===== src/rtl/tall_skinny_result_collector_if.sv =====
// Purpose: element-in / row-out stream bundle for the tall-skinny result collector.
// Latency: none (wires only).
// Backpressure: slave drives in_ready upstream; master drives row_ready downstream.
// Ports: valid_in/data_in/in_ready (element stream), row_valid/row_data/row_last/row_ready (row stream).
interface tall_skinny_result_collector_if #(
  parameter int DATA_W = 32,
  parameter int N_COLS = 4
);
  logic                     valid_in;
  logic [DATA_W-1:0]        data_in;
  logic                     in_ready;
  logic                     row_valid;
  logic [N_COLS*DATA_W-1:0] row_data;
  logic                     row_last;
  logic                     row_ready;

  // Producer of elements and consumer of rows.
  modport master (
    output valid_in, data_in, row_ready,
    input  in_ready, row_valid, row_data, row_last
  );

  // The collector itself.
  modport slave (
    input  valid_in, data_in, row_ready,
    output in_ready, row_valid, row_data, row_last
  );
endinterface


===== src/rtl/tall_skinny_result_collector.sv =====
// Purpose: packs a row-major element stream into N_COLS-wide rows, buffered in a row FIFO.
// Latency: 1 cycle from the row-completing element to row_valid when the FIFO is empty.
// Backpressure: in_ready drops when the FIFO is full or outside COLLECT; rows hold until row_ready.
// Ports: clk, rst_n (sync active-low), start/num_rows (job launch), bus (element in / row out),
//        busy, done (pulse), overflow_err (sticky, element offered while in_ready low).
module tall_skinny_result_collector #(
  parameter int DATA_W     = 32,
  parameter int N_COLS     = 4,
  parameter int FIFO_DEPTH = 8
) (
  input  logic                          clk,
  input  logic                          rst_n,
  input  logic                          start,
  input  logic [15:0]                   num_rows,
  tall_skinny_result_collector_if.slave bus,
  output logic                          busy,
  output logic                          done,
  output logic                          overflow_err
);

  localparam int CW    = (N_COLS > 1) ? $clog2(N_COLS) : 1;
  localparam int AW    = (FIFO_DEPTH > 1) ? $clog2(FIFO_DEPTH) : 1;
  localparam int ROW_W = N_COLS * DATA_W;

  typedef enum logic [1:0] {IDLE, COLLECT, DRAIN} state_t;

  state_t           state_q, state_d;
  logic [CW-1:0]    col_q, col_d;
  logic [15:0]      row_cnt_q, row_cnt_d;
  logic [15:0]      target_q, target_d;
  logic [ROW_W-1:0] asm_q, asm_d;
  logic [AW-1:0]    wr_ptr_q, wr_ptr_d;
  logic [AW-1:0]    rd_ptr_q, rd_ptr_d;
  logic [AW:0]      cnt_q, cnt_d;
  logic             done_q, done_d;
  logic             ovf_q, ovf_d;

  // Each entry carries the row's last flag above the packed row.
  logic [ROW_W:0]   mem_q [FIFO_DEPTH];

  logic             accept;
  logic             push;
  logic             pop;
  logic             row_is_last;
  logic             head_last;
  logic [ROW_W-1:0] row_full;

  // No pop bypass: a full FIFO refuses elements even if a row leaves this cycle.
  assign bus.in_ready  = (state_q == COLLECT) && (cnt_q < (AW+1)'(FIFO_DEPTH));
  assign accept        = bus.valid_in && bus.in_ready;
  assign push          = accept && (col_q == CW'(N_COLS - 1));
  assign bus.row_valid = (cnt_q != '0);
  assign pop           = bus.row_valid && bus.row_ready;
  assign head_last     = mem_q[rd_ptr_q][ROW_W];
  // Gate the head so idle/reset outputs read as zero regardless of stale storage.
  assign bus.row_data  = bus.row_valid ? mem_q[rd_ptr_q][ROW_W-1:0] : '0;
  assign bus.row_last  = bus.row_valid && head_last;
  assign row_is_last   = (row_cnt_q == target_q - 16'd1);

  assign busy          = (state_q != IDLE);
  assign done          = done_q;
  assign overflow_err  = ovf_q;

  // Completed row includes the element arriving this cycle.
  always_comb begin
    row_full = asm_q;
    row_full[col_q*DATA_W +: DATA_W] = bus.data_in;
    asm_d = accept ? row_full : asm_q;
  end

  always_comb begin
    state_d   = state_q;
    col_d     = col_q;
    row_cnt_d = row_cnt_q;
    target_d  = target_q;
    done_d    = 1'b0;
    ovf_d     = ovf_q;

    if (bus.valid_in && !bus.in_ready) ovf_d = 1'b1;
    if (accept) col_d = push ? '0 : col_q + CW'(1);
    if (push)   row_cnt_d = row_cnt_q + 16'd1;

    case (state_q)
      IDLE: begin
        if (start) begin
          if (num_rows != 16'd0) begin
            state_d   = COLLECT;
            target_d  = num_rows;
            col_d     = '0;
            row_cnt_d = '0;
            ovf_d     = 1'b0;
          end else begin
            done_d = 1'b1;
          end
        end
      end
      COLLECT: begin
        if (push && row_is_last) state_d = DRAIN;
      end
      DRAIN: begin
        if (pop && head_last) begin
          state_d = IDLE;
          done_d  = 1'b1;
        end
      end
      default: state_d = IDLE;
    endcase
  end

  always_comb begin
    wr_ptr_d = push ? wr_ptr_q + AW'(1) : wr_ptr_q;
    rd_ptr_d = pop  ? rd_ptr_q + AW'(1) : rd_ptr_q;
    cnt_d    = cnt_q + (AW+1)'(push) - (AW+1)'(pop);
  end

  always_ff @(posedge clk) begin
    if (!rst_n) begin
      state_q   <= IDLE;
      col_q     <= '0;
      row_cnt_q <= '0;
      target_q  <= '0;
      asm_q     <= '0;
      wr_ptr_q  <= '0;
      rd_ptr_q  <= '0;
      cnt_q     <= '0;
      done_q    <= 1'b0;
      ovf_q     <= 1'b0;
    end else begin
      state_q   <= state_d;
      col_q     <= col_d;
      row_cnt_q <= row_cnt_d;
      target_q  <= target_d;
      asm_q     <= asm_d;
      wr_ptr_q  <= wr_ptr_d;
      rd_ptr_q  <= rd_ptr_d;
      cnt_q     <= cnt_d;
      done_q    <= done_d;
      ovf_q     <= ovf_d;
    end
  end

  // Storage needs no reset: occupancy gates every read.
  always_ff @(posedge clk) begin
    if (push) mem_q[wr_ptr_q] <= {row_is_last, row_full};
  end

endmodule


===== src/flat_wrapper.sv =====
// flat-port wrapper written by rule: the top's interface ports become plain ports
module tall_skinny_result_collector_flat 
#(
  parameter int DATA_W     = 32,
  parameter int N_COLS     = 4,
  parameter int FIFO_DEPTH = 8
)
  (clk, rst_n, start, num_rows, busy, done, overflow_err, bus_valid_in, bus_data_in, bus_row_ready, bus_in_ready, bus_row_valid, bus_row_data, bus_row_last);
  tall_skinny_result_collector_if #(.DATA_W(DATA_W), .N_COLS(N_COLS)) bus_i ();
  input  logic clk;
  input  logic rst_n;
  input  logic start;
  input  logic [15:0] num_rows;
  output logic busy;
  output logic done;
  output logic overflow_err;
  input wire logic [$bits(bus_i.valid_in)-1:0] bus_valid_in;
  input wire logic [$bits(bus_i.data_in)-1:0] bus_data_in;
  input wire logic [$bits(bus_i.row_ready)-1:0] bus_row_ready;
  output wire logic [$bits(bus_i.in_ready)-1:0] bus_in_ready;
  output wire logic [$bits(bus_i.row_valid)-1:0] bus_row_valid;
  output wire logic [$bits(bus_i.row_data)-1:0] bus_row_data;
  output wire logic [$bits(bus_i.row_last)-1:0] bus_row_last;
  assign bus_i.valid_in = bus_valid_in;
  assign bus_i.data_in = bus_data_in;
  assign bus_i.row_ready = bus_row_ready;
  assign bus_in_ready = bus_i.in_ready;
  assign bus_row_valid = bus_i.row_valid;
  assign bus_row_data = bus_i.row_data;
  assign bus_row_last = bus_i.row_last;
  tall_skinny_result_collector #(.DATA_W(DATA_W), .N_COLS(N_COLS), .FIFO_DEPTH(FIFO_DEPTH)) u_core (.clk(clk), .rst_n(rst_n), .start(start), .num_rows(num_rows), .bus(bus_i), .busy(busy), .done(done), .overflow_err(overflow_err));
endmodule

===== config.mk =====
export PLATFORM = sky130hd
export DESIGN_NAME = tall_skinny_result_collector_flat
export DESIGN_NICKNAME = d
export VERILOG_FILES = /design/src/rtl/tall_skinny_result_collector_if.sv /design/src/rtl/tall_skinny_result_collector.sv /design/src/flat_wrapper.sv
export SDC_FILE = /design/constraint.sdc
export NUM_CORES = 1
export LEC_CHECK = 0
export ABC_AREA = 1
export CAP_MARGIN = 5
export CORE_ASPECT_RATIO = 1.75
export CORE_MARGIN = 3
export CORE_UTILIZATION = 25
export CTS_CLUSTER_DIAMETER = 50
export DETAILED_ROUTE_END_ITERATION = 10
export GPL_TIMING_DRIVEN = 0
export PLACE_DENSITY = 0.43
export REMOVE_ABC_BUFFERS = 1
export SLEW_MARGIN = 20
export SYNTH_ARGS = -nofsm -noshare
export SYNTH_HDL_FRONTEND = slang
export SYNTH_SLANG_ARGS = --single-unit
export TNS_END_PERCENT = 1

===== constraint.sdc =====
create_clock -name clk -period 34.8 [get_ports clk]
set_clock_uncertainty 0.05 [all_clocks]
set_input_delay 8.7 -clock clk [delete_from_list [all_inputs] [get_ports clk]]
set_output_delay 8.7 -clock clk [all_outputs]
set_load 0.005 [all_outputs]

# Word level (Yosys, flattened, before mapping)
# Memories as Yosys holds them, arrays and structs flattened. A register that Yosys moved wholly into a read port is not among the register bits.
# Cells that the tools add are included.
# Widths: inputs -> output; s select.
# word_totals
ramBits,1032
output_inout_bits,134
n_memories,1
register_bits,176
inputBits,53
# op_classes
n_mux,28
shifts,2
n_eq_ne,8
addsub,8
reduce_logical,15
n_lt_le_gt_ge,1
# mem_list
memory,words,word_bits,read_ports,rd_clocked_by_memory_dff,write_ports,line,text
u_core.mem_q,8,129,1,1,1,tall_skinny_result_collector.sv:39,logic [ROW_W:0] mem_q [FIFO_DEPTH];
# ops
op,n
$bwmux 128,1
$mux 128,1
$shift 32x34->128 const A,1
$shiftx 32x34->128,1
$mux 16,4
$neg 7->34,1
$mux 2,9
$add 16x1->16 const B,1
$eq 16x16->1,1
$reduce_bool 16->1,1
$sub 16x1->16 const B,1
$mux 1,9
$logic_and 1x1->1,8
$add 3x1->3 const B,2
$mux 3,2
$pmux 2 s3,1
$add 4x1->4,1
$eq 2x2->1 const B,2
$lt 4x4->1 const B,1
$ne 2x1->1 const B,2
$ne 2x2->1 const B,2
$reduce_and 4->1,1
$reduce_bool 4->1,1
$sub 4x1->4,1
7 further kinds,7

# Longest topological paths before layout
# Gate-level depths: netlist of the first run.
# depth
depth_word,9
mapped_depth,14
ltp_nobuf,14

# Least setup slack after synthesis of the first run
# OpenSTA, ideal clock, no wires.
# synth_path
path_kind,input -> register
startpoint,input port bus_valid_in
endpoint,"memory u_core.mem_q[7][0] (netlist bit), enable pin"
setup_slack_ps,16091
arrival_time_ps,17883
setup_ps,776
n_path_buf,0
required_ps,33974
path_stages,6
cell_sequence,nand2_4 > nor2_8 > inv_1 > nor2_1 > inv_1 > nor3_1
# synth_between
elab_chain_len,4
# synth_lines
item,line,text
"start, declared",flat_wrapper.sv:17,input wire logic [$bits(bus_i.valid_in)-1:0] bus_valid_in;
$logic_and 1x1->1,tall_skinny_result_collector.sv:50,assign accept = bus.valid_in && bus.in_ready;
$logic_and 1x1->1,tall_skinny_result_collector.sv:51,assign push = accept && (col_q == CW'(N_COLS - 1));
$mux 1,tall_skinny_result_collector.sv:144,"if (push) mem_q[wr_ptr_q] <= {row_is_last, row_full};"
$mux 1 (implied by the code),tall_skinny_result_collector.sv:144,
"end, declared",tall_skinny_result_collector.sv:39,
# Every way passes these cells.

==> flow_summary.json, run 1 <==
{
  "grt_setup_unrepaired": "false",
  "io_pins": 187,
  "peakVddDrop_v": 0.00004483,
  "routed_via_density": 4.658,
  "fill_cells": 19520,
  "vias": 32960,
  "cts_sinks": 1211,
  "critical_path_class": "flip-flop to primary output",
  "start_kind": "flip-flop",
  "start_util_pct": 25.17,
  "worstPathRequired_ns": 26.05,
  "finalCritPeriodShare_pct": 37.22,
  "antenna_found_initial": 7,
  "synth_area_um2": 48440,
  "h-tree-depth": 4,
  "row_count": 213,
  "cts_hold_buf": 0,
  "cts_buffer_depth": 3,
  "gp_congestion": 0.7313,
  "cts_tree": "built",
  "dpl.hpwl_um": 96090,
  "outcome": "finished, final reports clean",
  "worst_pin_slew_ns": 1.092,
  "clk_latency_ns": 0.78,
  "synthTopCellsByArea": "edfxtp_1, nor2_1, dfxtp_1",
  "dr.pass1.iters": 6,
  "first_iter_violations": 2269,
  "cts-root-buf": "clkbuf_16",
  "overflow": 0,
  "synth_top_area_share_pct": 63.98,
  "wl_per_cell_um": 21.30,
  "synthCells": 4144,
  "yosys.area.top_type": "edfxtp_1",
  "fin_tns_setup_ns": 0,
  "arrival_ns": 4.20,
  "grt_pass1_wl_um": 219800,
  "ys_seq_elements": 1211,
  "maxCapViolCount": 0,
  "port_buffers": 186,
  "postRouteAntennaNets": 0,
  "p_leak_nw": 19.85,
  "crit_chain": "buf_16 -> buf_16 -> inv_8 -> buf_16 -> buf_16 -> o21ai_0 -> o22ai_1 -> o21ai_1 -> a31oi_1 -> clkdlybuf4s50_1",
  "grt_max_degree": 102,
  "grtUsageTotal_pct": 14.78,
  "die_width_um": 338.7,
  "syn2layout_area_growth_pct": 22.95,
  "drc": 0,
  "path_clk_slew_ns": 0.06,
  "ys_warn_count": 0,
  "post_cts_resized": 0,
  "slew-limit-headroom_pct": 26.98,
  "fmax_ghz": 0.07720,
  "grt_pass1_vias": 32140,
  "post_cts_buffers": 0,
  "coreArea_um2": 192400,
  "cp_slowest_cell": "clkdlybuf4s50_1",
  "synth_area_per_cell_um2": 11.69,
  "layout_min_cycle_time_ns": 12.95,
  "setup_viol": 0,
  "yosysSeqAreaShare_pct": 71.37,
  "nets": 4450,
  "worstPathMaxFanout": 92,
  "cpPeakStageDelay_ns": 0.63,
  "drt_wl_total_um": 150700,
  "hold_viol_final": 0,
  "slew_violations": 0,
  "mostFrequentLayoutCell": "edfxtp_1",
  "power_density_nw_per_um2": 70.75,
  "layout_common_cells": "edfxtp_1, nor2_1, o21ai_0, o22ai_1, inv_1",
  "cts-buffers-inserted": 133,
  "min_path_type": "flip-flop to flip-flop",
  "drive_above_1_share_pct": 9.684,
  "die_h_um": 588.3,
  "yosysUniqueCellTypes": 35,
  "dieArea_um2": 199300,
  "cp_common_cell": "buf_16",
  "critPathCaptureType": "primary output",
  "power_mw": 4.214
}
==> synth_stat cells <==
master,n
buf_1,18
o22ai_1,247
a21oi_1,32
edfxtp_1,1032
o21ai_1,35
inv_1,212
buf_4,2
nor2_4,4
a211oi_1,121
fa_1,1
xnor2_1,6
nand3_1,23
nor4b_1,1
nor3_1,12
dfxtp_1,179
and2_1,1
o21ai_0,646
o211ai_1,2
o21bai_1,1
nand2_2,5
or2_2,2
nand4_1,13
nor2_8,1
buf_2,81
nand3b_1,4
ha_1,14
clkbuf_1,190
xor2_1,20
a31oi_1,129
inv_2,3
nand2_4,1
nor3b_1,1
nor2_2,3
nand2_1,136
nor2_1,966
==> worst paths after layout <==
kind	from	end	slack (ns)	cells after the start
worst max-delay path	flip-flop	bus_row_data[72]	21.85	10
worst min-delay path	u_core.rd_ptr_q[2]$_SDFFE_PN0P_	flip-flop	0.41	2
worst max register to register	u_core.col_q[0]$_SDFF_PN0_	u_core.mem_q[5][17]$_DFFE_PP_	30.09	14
worst min register to register	u_core.rd_ptr_q[2]$_SDFFE_PN0P_	flip-flop	0.41	2
==> through the flow <==
| step | cell area, µm² | hold slack [ns] | setup slack, ns | std cells | util (%) |
|---|---|---|---|---|---|
| floorplan | 47240 | 0.3834 | 6.831 | 3853 | - |
| global placement | 52330 | 0.3970 | -28.82 | 6619 | 27.20 |
| global route | 59550 | 0.4264 | 21.51 | 7073 | 30.95 |
| CTS | 59550 | 0.4105 | 21.60 | 7072 | 30.95 |
| finish | 59560 | 0.4091 | 21.85 | 7076 | 30.95 |
| detailed placement | 55240 | 0.4000 | 21.87 | 6827 | 28.71 |
==> routing by layer <==
layer | track usage, % | vias up | part of all wire (%)
met5 | 0 | - | 0
met4 | 5.011 | 0 | 2.6
met3 | 2.107 | 187 | 4.3
met2 | 25.27 | 777 | 49
met1 | 19.16 | 16550 | 44
li1 | - | 15450 | -
==> cell families (layout without fill, tap and decap cells) <==
| family | Yosys count | after routing | share of synthesized area, % |
|---|---|---|---|
| AO/OA/AOI/OAI | 1213 | 1213 | 14.14 |
| flip-flops | 1211 | 1211 | 71.37 |
| AND/OR/NAND/NOR | 1173 | 1173 | 9.464 |
| buffers and inverters | 506 | 854 | 4.146 |
| XOR/XNOR | 26 | 26 | 0.4701 |
| adder cells (fa/ha/maj) | 15 | 15 | 0.4030 |
| other | 0 | 4 | 0 |
==> power by group <==
| part | switching, mW | internal [mW] |
|---|---|---|
| Sequential | 0.0123 | 1.62 |
| Clock | 0.586 | 0.814 |
| Combinational | 0.725 | 0.460 |
| Total | 1.32 | 2.89 |
==> final cells by class <==
class                           count  area (µm²)  area share (%)
Antenna cell                        4       10.01         0.01681
Clock buffer                      183        3691           6.197
Clock inverter                     62       616.8           1.036
Inverter                          215       837.1           1.405
Multi-Input combinational cell   2427       12000           20.14
Sequential cell                  1211       34580           58.07
Tap cell                         2580        3228           5.420
Timing Repair Buffer              394        4594           7.714
==> sequential cells by signal, indices dropped and copies added, names as in the netlist, named ones only <==
register	cells
u_core.mem_q	1032
u_core.asm_q	128
u_core.row_cnt_q	16
u_core.target_q	16
u_core.cnt_q	4
u_core.rd_ptr_q	3
u_core.wr_ptr_q	3
u_core.col_q	2
u_core.state_q	2
u_core.done	1
u_core.overflow_err	1
==> critical path, delay by kind of cell (launching register included) <==
| kind | cells | cell delay, ns |
|---|---|---|
| buffers and inverters | 6 | 2.14 |
| AOI/OAI and AO/OA | 4 | 0.85 |
| DFF | 1 | 0.35 |
(Power assumes the default switching activity.)
==> inputs of run 2 (changes only) <==
- PLACE_DENSITY: 0.43 -> 0.45
- clock period: 34.8 -> 10.4 ns (I/O delays scaled with it)
==> run 2 against run 1 <==
Against the previous run:
- combinational power rose to 3.3 times the previous value
- first-iteration DRC count rose by 1.5%
- final cell count barely moved
- core utilization rose by 0.12 points
- critical path type unchanged
- register-to-register slack got worse by 24 ns
- non-clock buffer count fell by 2
- sequential cell count did not move
- worst hold slack improved by 0.00070 ns
==> flow_summary.json, run 2 (same netlist as run 1, synthesis figures left out) <==
{
  "outcome": "finished, final reports clean",
  "vias": 33030,
  "start_util_pct": 25.17,
  "row_count": 213,
  "grt_pass1_wl_um": 222200,
  "r2r_setup_slack_ns": 5.89,
  "drt_wl_total_um": 152000,
  "use_met3_pct": 2.229,
  "reg2reg_from": "u_core.col_q[0]$_SDFF_PN0_",
  "cts_sinks": 1211,
  "clk_latency_ns": 0.76,
  "hold_depth": 2,
  "slew_violations": 0,
  "fin_tns_setup_ns": 0,
  "syn2layout_area_growth_pct": 23.42,
  "worst_pin_slew_ns": 1.059,
  "mostFrequentLayoutCell": "edfxtp_1",
  "p_leak_nw": 19.98,
  "slew-limit-headroom_pct": 29.19,
  "post_cts_resized": 0,
  "critical_path_class": "flip-flop to primary output",
  "dr.pass1.iters": 5,
  "gp_congestion": 0.7466,
  "coreArea_um2": 192400,
  "grtUsageMet1_pct": 19.07,
  "worstPathMaxFanout": 115,
  "start_kind": "flip-flop",
  "largest_register_ffs": 1032,
  "layout_min_cycle_time_ns": 6.927,
  "io_pins": 187,
  "power_mw": 14.28,
  "grt_max_degree": 116,
  "min_path_type": "flip-flop to flip-flop",
  "wl_per_cell_um": 21.47,
  "finalCritPeriodShare_pct": 66.61,
  "drc": 0,
  "pre_cts_ws_ns": 3.596,
  "cts-buffers-inserted": 136,
  "reg2reg_depth": 12,
  "min_from": "u_core.asm_q[58]$_SDFFE_PN0P_",
  "overflow": 0,
  "maxCapViolCount": 0,
  "die_h_um": 588.3,
  "r2r-end": "u_core.mem_q[7][95]$_DFFE_PP_",
  "drive_above_1_share_pct": 10.01,
  "cts-root-buf": "clkbuf_16",
  "post_cts_buffers": 0,
  "grt_util_met2_pct": 25.71,
  "reg.largest.list": "u_core.mem_q x1032, u_core.asm_q x128",
  "dieArea_um2": 199300,
  "grt.busiest_layer": "met2",
  "cts_hold_buf": 0,
  "worstPathRequired_ns": 7.75,
  "dpl.hpwl_um": 97300,
  "path_clk_slew_ns": 0.06,
  "cts_buffer_depth": 3,
  "peakVddDrop_v": 0.0001672,
  "layout_common_cells": "edfxtp_1, nor2_1, o21ai_0, o22ai_1, inv_1",
  "fmax_ghz": 0.1444,
  "grt_pass1_vias": 32370,
  "cts_tree": "built",
  "top_register": "u_core.mem_q",
  "critPathCaptureType": "primary output",
  "arrival_ns": 4.28,
  "first_iter_violations": 2302,
  "grt_setup_unrepaired": "false",
  "setup_viol": 0,
  "holdPathEnd": "u_core.asm_q[58]$_SDFFE_PN0P_",
  "hold_viol_final": 0,
  "routed_via_density": 4.665,
  "h-tree-depth": 4,
  "port_buffers": 186,
  "antenna_found_initial": 4,
  "power_density_nw_per_um2": 238.9,
  "postLayoutSetupSlackWorst_ns": 3.473,
  "grtUsageTotal_pct": 14.94,
  "die_width_um": 338.7,
  "nets": 4451,
  "postRouteAntennaNets": 0
}
run 2: worst max path at each step:
stage,startpoint,to,slack (ns)
floorplan,flip-flop,bus_row_last,-11.47
global placement,flip-flop,bus_row_data[16],-45.72
detailed placement,bus_valid_in,u_core.mem_q[1][4]$_DFFE_PP_,3.60
CTS,flip-flop,bus_row_data[16],3.02
global route,flip-flop,bus_row_data[16],2.95
finish,flip-flop,bus_row_data[16],3.47
run 2: layout make-up:
| cell class | instances | area [µm²] |
|---|---|---|
| Antenna cell | 2 | 5.005 |
| Clock buffer | 179 | 3762 |
| Fill cell | 19390 | 132600 |
| Multi-Input combinational cell | 2427 | 12000 |
| Timing Repair Buffer | 392 | 4564 |
| Tap cell | 2580 | 3228 |
| Sequential cell | 1211 | 34580 |
| Inverter | 215 | 837.1 |
| Clock inverter | 73 | 808.3 |
run 2: per-stage QoR:
| step | hold slack [ns] | cell area, µm² | utilization [%] | cells |
|---|---|---|---|---|
| finish | 0.4098 | 59790 | 31.07 | 7079 |
| global placement | 0.3969 | 52330 | 27.20 | 6619 |
| detailed placement | 0.4013 | 55210 | 28.69 | 6825 |
| floorplan | 0.3834 | 47240 | - | 3853 |
| global route | 0.4213 | 59780 | 31.07 | 7078 |
| CTS | 0.4101 | 59780 | 31.07 | 7077 |
run 2: worst max-delay path, stage by stage (launching register included):
cell	delay, ns
dfxtp_4	0.55
buf_16	0.31
inv_8	0.32
buf_16	0.37
buf_16	0.30
o21ai_0	0.12
o22ai_1	0.14
o21ai_0	0.10
a31oi_1	0.54
clkdlybuf4s50_1	0.63
run 2: power by group:
part	leakage, nW	internal [mW]	switching [mW]
combinational	6.74	1.53	2.39
sequential	11.0	5.41	0.0753
clock	2.23	2.92	1.97
run 2: routing by layer:
metal  part of all wire [%]  wire length (µm)
met3                    4.2              6386
met1                     43             65740
met2                     50             75460
met5                 0.0086                13
met4                    2.9              4378
